File: src/rtl/coso_sample_packer_fifo_if.sv
// COSO sampler / UART-sender handshake bundle.
// master: sampler + sender side; slave: the packer.
//
// Signals:
//   CSReq           sample strobe (master -> slave)
//   CSCnt           sampler counter value (master -> slave)
//   is_transmitting sender busy (master -> slave)
//   tx_byte         byte for the sender (slave -> master)
//   transmit        one-cycle tx_byte valid pulse (slave -> master)
interface coso_sample_packer_fifo_if #(
  parameter int CNT_W = 16
);
  logic             CSReq;
  logic [CNT_W-1:0] CSCnt;
  logic             is_transmitting;
  logic [7:0]       tx_byte;
  logic             transmit;

  modport master (
    output CSReq, CSCnt, is_transmitting,
    input  tx_byte, transmit
  );

  modport slave (
    input  CSReq, CSCnt, is_transmitting,
    output tx_byte, transmit
  );
endinterface

File: src/rtl/coso_sample_packer_fifo.sv
// COSO TRNG sample packer: NBLSB bits/sample into bytes, FIFO,
// and a drain FSM feeding a UART sender.
//
// Ports:
//   clk, rst    clock, synchronous active-high reset
//   bus         coso_sample_packer_fifo_if.slave
//               (CSReq, CSCnt, is_transmitting, tx_byte, transmit)
//   clr_ovf     synchronous clear of overflow (and drop_cnt)
//   fifo_level  bytes currently stored
//   overflow    sticky: a completed byte was dropped
//   drop_cnt    (only with COSO_PACKER_DROPCNT_EN) saturating
//               count of dropped bytes
//
// Optional macro: COSO_PACKER_DROPCNT_EN adds drop_cnt.
module coso_sample_packer_fifo #(
  parameter int NBLSB   = 1,
  parameter int CNT_W   = 16,
  parameter int DEPTH   = 16,
  parameter int BUSY_TO = 4
) (
  input  logic                     clk,
  input  logic                     rst,
  coso_sample_packer_fifo_if.slave bus,
  input  logic                     clr_ovf,
  output logic [$clog2(DEPTH):0]   fifo_level,
  output logic                     overflow
`ifdef COSO_PACKER_DROPCNT_EN
  ,
  output logic [15:0]              drop_cnt
`endif
);

  localparam int NBIT = 8 / NBLSB;
  localparam int AW   = $clog2(DEPTH);
  localparam int LW   = AW + 1;
  localparam int TW   = (BUSY_TO < 1) ? 1 : $clog2(BUSY_TO + 1);

  typedef enum logic [1:0] {
    S_IDLE,
    S_WAIT_BUSY,
    S_WAIT_DONE
  } state_t;

  logic [2:0]    r_it;
  logic [7:0]    r_shift;
  logic [7:0]    w_byte;
  logic          w_last;
  logic          w_push_req;
  logic          w_full;
  logic          w_push;
  logic          w_drop;
  logic          w_pop;

  logic [7:0]    r_mem [DEPTH];
  logic [AW-1:0] r_wptr;
  logic [AW-1:0] r_rptr;
  logic [LW-1:0] r_level;

  state_t        r_state;
  state_t        w_state_nxt;
  logic [TW-1:0] r_to;
  logic [7:0]    r_tx_byte;
  logic          r_transmit;
  logic          r_ovf;

  if (CNT_W > NBLSB) begin : g_unused
    logic w_unused;
    assign w_unused = ^bus.CSCnt[CNT_W-1:NBLSB];
  end

  // Byte as it stands after merging the current sample, so the
  // completing sample lands in the pushed byte on the same edge.
  always_comb begin
    w_byte = r_shift;
    w_byte[int'(r_it)*NBLSB +: NBLSB] = bus.CSCnt[NBLSB-1:0];
  end

  assign w_last     = (r_it == 3'(NBIT - 1));
  assign w_push_req = bus.CSReq & w_last;
  // Full is judged on the pre-pop level: a same-cycle pop
  // does not rescue a push into a full FIFO.
  assign w_full     = (r_level == LW'(DEPTH));
  assign w_push     = w_push_req & ~w_full;
  assign w_drop     = w_push_req & w_full;
  assign w_pop      = (r_state == S_IDLE)
                    & (r_level != '0)
                    & ~bus.is_transmitting;

  always_ff @(posedge clk) begin
    if (rst) begin
      r_it    <= '0;
      r_shift <= '0;
    end else if (bus.CSReq) begin
      r_shift <= w_byte;
      r_it    <= w_last ? 3'd0 : r_it + 3'd1;
    end
  end

  always_ff @(posedge clk) begin
    if (w_push) r_mem[r_wptr] <= w_byte;
  end

  always_ff @(posedge clk) begin
    if (rst) begin
      r_wptr  <= '0;
      r_rptr  <= '0;
      r_level <= '0;
    end else begin
      if (w_push) r_wptr <= r_wptr + 1'b1;
      if (w_pop)  r_rptr <= r_rptr + 1'b1;
      unique case ({w_push, w_pop})
        2'b10:   r_level <= r_level + 1'b1;
        2'b01:   r_level <= r_level - 1'b1;
        default: r_level <= r_level;
      endcase
    end
  end

  always_comb begin
    w_state_nxt = r_state;
    unique case (r_state)
      S_IDLE: begin
        if (w_pop) w_state_nxt = S_WAIT_BUSY;
      end
      S_WAIT_BUSY: begin
        if (bus.is_transmitting)
          w_state_nxt = S_WAIT_DONE;
        else if (r_to == TW'(BUSY_TO))
          w_state_nxt = S_IDLE;
      end
      S_WAIT_DONE: begin
        if (!bus.is_transmitting) w_state_nxt = S_IDLE;
      end
      default: w_state_nxt = S_IDLE;
    endcase
  end

  // r_to counts cycles spent in WAIT_BUSY; it restarts from 0
  // on every entry so a silent sender costs BUSY_TO+1 cycles.
  always_ff @(posedge clk) begin
    if (rst) begin
      r_state    <= S_IDLE;
      r_to       <= '0;
      r_tx_byte  <= '0;
      r_transmit <= 1'b0;
    end else begin
      r_state    <= w_state_nxt;
      r_transmit <= w_pop;
      if (w_pop) r_tx_byte <= r_mem[r_rptr];
      if ((r_state == S_WAIT_BUSY)
          && (w_state_nxt == S_WAIT_BUSY))
        r_to <= r_to + 1'b1;
      else
        r_to <= '0;
    end
  end

  always_ff @(posedge clk) begin
    if (rst)          r_ovf <= 1'b0;
    else if (w_drop)  r_ovf <= 1'b1;
    else if (clr_ovf) r_ovf <= 1'b0;
  end

`ifdef COSO_PACKER_DROPCNT_EN
  logic [15:0] r_drop;

  always_ff @(posedge clk) begin
    if (rst) begin
      r_drop <= '0;
    end else if (w_drop) begin
      if (r_drop != 16'hFFFF) r_drop <= r_drop + 16'd1;
    end else if (clr_ovf) begin
      r_drop <= '0;
    end
  end

  assign drop_cnt = r_drop;
`endif

  assign bus.tx_byte  = r_tx_byte;
  assign bus.transmit = r_transmit;
  assign fifo_level   = r_level;
  assign overflow     = r_ovf;

endmodule

File: src/flat_wrapper.sv
// flat-port wrapper written by rule: the top's interface ports become plain ports
module coso_sample_packer_fifo_flat 
#(
  parameter int NBLSB   = 1,
  parameter int CNT_W   = 16,
  parameter int DEPTH   = 16,
  parameter int BUSY_TO = 4
)
  (clk, rst, clr_ovf, fifo_level, overflow, bus_CSReq, bus_CSCnt, bus_is_transmitting, bus_tx_byte, bus_transmit);
  coso_sample_packer_fifo_if #(.CNT_W(CNT_W)) bus_i ();
  input  logic clk;
  input  logic rst;
  input  logic clr_ovf;
  output logic [$clog2(DEPTH):0] fifo_level;
  output logic overflow;
  input wire logic [$bits(bus_i.CSReq)-1:0] bus_CSReq;
  input wire logic [$bits(bus_i.CSCnt)-1:0] bus_CSCnt;
  input wire logic [$bits(bus_i.is_transmitting)-1:0] bus_is_transmitting;
  output wire logic [$bits(bus_i.tx_byte)-1:0] bus_tx_byte;
  output wire logic [$bits(bus_i.transmit)-1:0] bus_transmit;
  assign bus_i.CSReq = bus_CSReq;
  assign bus_i.CSCnt = bus_CSCnt;
  assign bus_i.is_transmitting = bus_is_transmitting;
  assign bus_tx_byte = bus_i.tx_byte;
  assign bus_transmit = bus_i.transmit;
  coso_sample_packer_fifo #(.NBLSB(NBLSB), .CNT_W(CNT_W), .DEPTH(DEPTH), .BUSY_TO(BUSY_TO)) u_core (.clk(clk), .rst(rst), .bus(bus_i), .clr_ovf(clr_ovf), .fifo_level(fifo_level), .overflow(overflow));
endmodule
File: config.mk
export PLATFORM = sky130hd
export DESIGN_NAME = coso_sample_packer_fifo_flat
export DESIGN_NICKNAME = d
export VERILOG_FILES = /design/src/rtl/coso_sample_packer_fifo_if.sv /design/src/rtl/coso_sample_packer_fifo.sv /design/src/flat_wrapper.sv
export SDC_FILE = /design/constraint.sdc
export NUM_CORES = 1
export LEC_CHECK = 0
export CORE_MARGIN = 8
export CORE_UTILIZATION = 45
export CTS_CLUSTER_SIZE = 8
export DETAILED_ROUTE_END_ITERATION = 7
export GPL_TIMING_DRIVEN = 0
export PLACE_DENSITY_LB_ADDON = 0.1
export SLEW_MARGIN = 15
export SYNTH_ARGS = -nofsm -noshare
export SYNTH_HDL_FRONTEND = slang
export SYNTH_SLANG_ARGS = --single-unit
export TNS_END_PERCENT = 100
File: constraint.sdc
create_clock -name clk -period 8.95 [get_ports clk]
set_clock_uncertainty 0.1 [all_clocks]
set_input_delay 1.79 -clock clk [delete_from_list [all_inputs] [get_ports clk]]
set_output_delay 1.79 -clock clk [all_outputs]
set_load 0.05 [all_outputs]
==> flow_summary.ini, run 1 <==
[outcome]
status = complete, no violations

[floorplan]
top_level_ports = 36
die_width_um = 141
rows = 45
core_region_area_mm2 = 0.0153
die_h_um = 141
die_area_mm2 = 0.0199
initial_core_util = 0.462

[setup_path]
ff2ff_path_depth = 11
reg2reg_start = u_core.r_it[1]
cp.arrival_ns = 4.66
cp_data_required_time_ns = 9.22
critical_path.cell_chain = clkdlybuf4s50_1 -> nor3_1 -> o21ai_4 -> inv_2 -> buf_6 -> ha_1 -> ha_1 -> or4b_2 -> a21oi_1 -> a31oi_1 -> nand3_1
worst_path_most_repeated_cell = sky130_fd_sc_hd__ha_1
worstPathMaxFanout = 11
critical_path.reg2reg.endpoint = u_core.fifo_level[4]
cp_top_family = simple AND/OR/NAND/NOR gates
setup.worst_path.end_class = register
crit_slowest_cell = sky130_fd_sc_hd__or4b_2
worst_path_buffer_plus_inverter_count = 3
crit_path_max_incr_delay_ns = 0.60
worst-r2r-setup-slack_ns = 5.62
element_type_at_the_critical_path_start = primary input
crit_type = in2reg

[global_route]
grtUsageMet2 = 0.257
antenna_found_initial = 0
grtUsageTotal = 0.161
busiest_layer = met2
overflow = 0
grt_pass1_wl_um = 23900
gr-usage-met1 = 0.212
grt_pass1_vias = 4184
met3_grt_util = 0.0327
grt_start_max_net_pins = 18

[routing]
route.final.wire_length_um = 15400
detail_route.wl_per_cell_um = 20.0
detailroute.via_count = 4172
detailedRoute.firstIterationViolations = 220
first_pass_iters = 4
vias_per_cell = 5.44
postRouteAntennaNets = 0
drc_markers = 0

[sta]
fin_setup_tns_ns = 0
finalSetupViolations = 0
setup_ws_ns = 4.56
holdWs_ns = 0.359
fmaxAchievable_ghz = 0.228
final-hold-violation-count = 0
worst-slew-pin-transition_ns = 0.919
final_max_slew_viol_count = 0
period_needed_ns = 4.39
rsz0062_at_grt = no
timing.slew.headroom = 0.385
final_min_period_over_clock_period = 0.490

[pwr]
switching_power_uw = 547
clkPwrFrac = 0.370
total_power_mw = 1.94
p_leak_nw = 2.63
cell_internal_pwr_mw = 1.39
switch_share = 0.283
power_per_cell_area_mw_per_mm2 = 239
peakVddDrop_mv = 0.135
p_comb_frac = 0.174
sequential_share_of_power = 0.456

[synthesis]
synth_area_leader_cell = sky130_fd_sc_hd__edfxtp_1
synth.top_cells.by_count = sky130_fd_sc_hd__edfxtp_1 (128), sky130_fd_sc_hd__mux2i_1 (64), sky130_fd_sc_hd__nor2_1 (51), sky130_fd_sc_hd__dfxtp_1 (39), sky130_fd_sc_hd__o22ai_1 (30)
synth_flop_cell = sky130_fd_sc_hd__edfxtp_1
synthesis.instances = 504
number_of_warnings_issued_by_yosys = 0
post_syn_nets = 542
mappedNetlistArea_mm2 = 0.00705
synth.most_common_cell = sky130_fd_sc_hd__edfxtp_1
avgSynthCellArea_um2 = 14.0
postSynthRegisterBits = 167
yosysSeqAreaShare = 0.656
synth_edf_count = 128
synth_async_sr_flop_share = 0
synth_largest_type_area_fraction = 0.545
netlist-cell-type-count = 52
synth_area_leaders = sky130_fd_sc_hd__edfxtp_1 (55%), sky130_fd_sc_hd__dfxtp_1 (11%), sky130_fd_sc_hd__mux2i_1 (9.1%)

[cells_and_area]
num_antenna_cells = 0
final_cells = 767
fin_nets = 581
final_area_mm2 = 0.00811
synthToLayoutAreaGrowth_pct = 15.1
finish.utilization = 0.532
fill_cells = 1299
fraction_of_layout_cells_with_a_size_suffix_above_1 = 0.124

[clock_tree]
clock_path_buffers = 2
cts.hold.buffers_added = 0
postCtsSetupBuffers = 0
clock_tree.htree_level_count = 4
clkTransAtPathRegs_ns = 0.06
clock_tree.root_cell = sky130_fd_sc_hd__clkbuf_16
clock_latency_reported_for_the_late_side_of_the_worst_skew_pair_ns = 0.43
tritoncts = yes
numCtsBuffers = 17
clkSinkCount = 167
post_cts_resized = 0

[run]
drv_cap = 0

[place]
port_buffers = 20
detailed_place_hpwl_um = 10400
gp_routability_congestion = 0.842
place_inst = 735
placement_setup_slack_ns = 4.12
placed_cell_area_mm2 = 0.00753

[worst_hold_path]
hold_path_class = reg2reg
worstHoldPathCells = 1
worstHoldEndpoint = u_core.r_to[0]
min_from = u_core.r_to[0]
[worst max path at each step]
stage / start / to / slack, ns / cells past startpoint
3_3_place_gp: bus_is_transmitting / u_core.fifo_level[4] / 4.12 / 11
2_1_floorplan: bus_is_transmitting / u_core.fifo_level[4] / 4.95 / 10
6_report: bus_is_transmitting / u_core.fifo_level[4] / 4.56 / 11
4_1_cts: bus_is_transmitting / u_core.fifo_level[4] / 4.57 / 11
5_1_grt: bus_is_transmitting / u_core.fifo_level[4] / 4.36 / 11
3_5_place_dp: bus_is_transmitting / u_core.fifo_level[4] / 4.12 / 11
[layer usage]
metal	wire, µm	vias up
met2	7260	69
met4	176	0
li1	-	1993
met3	717	12
met5	0	-
met1	7200	2098
[cell usage in the layout, fill, tap and decap left out, drive strengths merged, types with 4 or more instances in the layout]
master and count:
a211oi 9, a21oi 7, buf 13, clkbuf 32, clkdlybuf4s50 20, clkinv 7
dfxtp 39, edfxtp 128, ha 17, inv 20, mux2 8, mux2i 64
nand2 11, nand3 4, nand3b 5, nor2 51, nor3 14, nor3b 5
nor4 9, o21a 4, o21ai 5, o22ai 30, xnor2 5, xor2 5
[power by group through the flow]
stage	clock [mW]	combinational [mW]	sequential [mW]
after floorplan	0	0.169	0.963
after global placement	0	0.335	0.898
after detailed placement	0	0.336	0.900
after CTS	0.728	0.339	0.883
after global routing	0.760	0.362	0.885
final	0.717	0.337	0.883
[layout make-up]
type | count | area [µm²] | share of cell area
multi-input cells | 293 | 2250 | 0.278
plain buffers | 28 | 131 | 0.0162
repair buffers | 20 | 200 | 0.0247
clock inverters | 15 | 151 | 0.0187
flip-flops and latches | 167 | 4620 | 0.570
inverters | 16 | 60.1 | 0.00741
clock buffers | 17 | 425 | 0.0525
well taps | 211 | 264 | 0.0326
[registers in the layout, indices dropped and copies added, names as in the netlist]
register / cells
u_core.r_rptr: 4
u_core.r_it: 3
u_core.fifo_level: 5
u_core.bus.transmit: 1
u_core.r_to: 3
u_core.r_wptr: 4
u_core.overflow: 1
u_core.bus.tx_byte: 8
u_core.r_state: 2
u_core.r_shift: 8
u_core.r_mem: 128
[kinds of logic after synthesis]
family                   after synthesis  share of synthesized area
XOR/XNOR                              10                     0.0124
AND/OR/NAND/NOR                      120                     0.0877
flip-flops                           167                      0.656
adder cells (fa/ha/maj)               17                     0.0302
buffers and inverters                 44                     0.0272
multiplexers                          74                      0.110
AO/OA/AOI/OAI                         72                     0.0765
No activity file was read; power rests on OpenSTA's default activity.
==> run 2, diff against run 1 <==
==> constraint.sdc (replaced) <==
create_clock -name clk -period 3.8 [get_ports clk]
set_clock_uncertainty 0.1 [all_clocks]
set_input_delay 0.76 -clock clk [delete_from_list [all_inputs] [get_ports clk]]
set_output_delay 0.76 -clock clk [all_outputs]
set_load 0.05 [all_outputs]
==> results of run 2 <==
Same layout as run 1 (identical final DEF). Status: complete, no violations.
Main changes from that run: setup slack after placement 4.12 ns -> 0.00180 ns; setup slack after layout 4.56 ns -> 0.443 ns; register-to-register setup slack 5.62 ns -> 0.47 ns; total power 1.94 mW -> 4.56 mW; worst IR drop on VDD 0.135 mV -> 0.318 mV
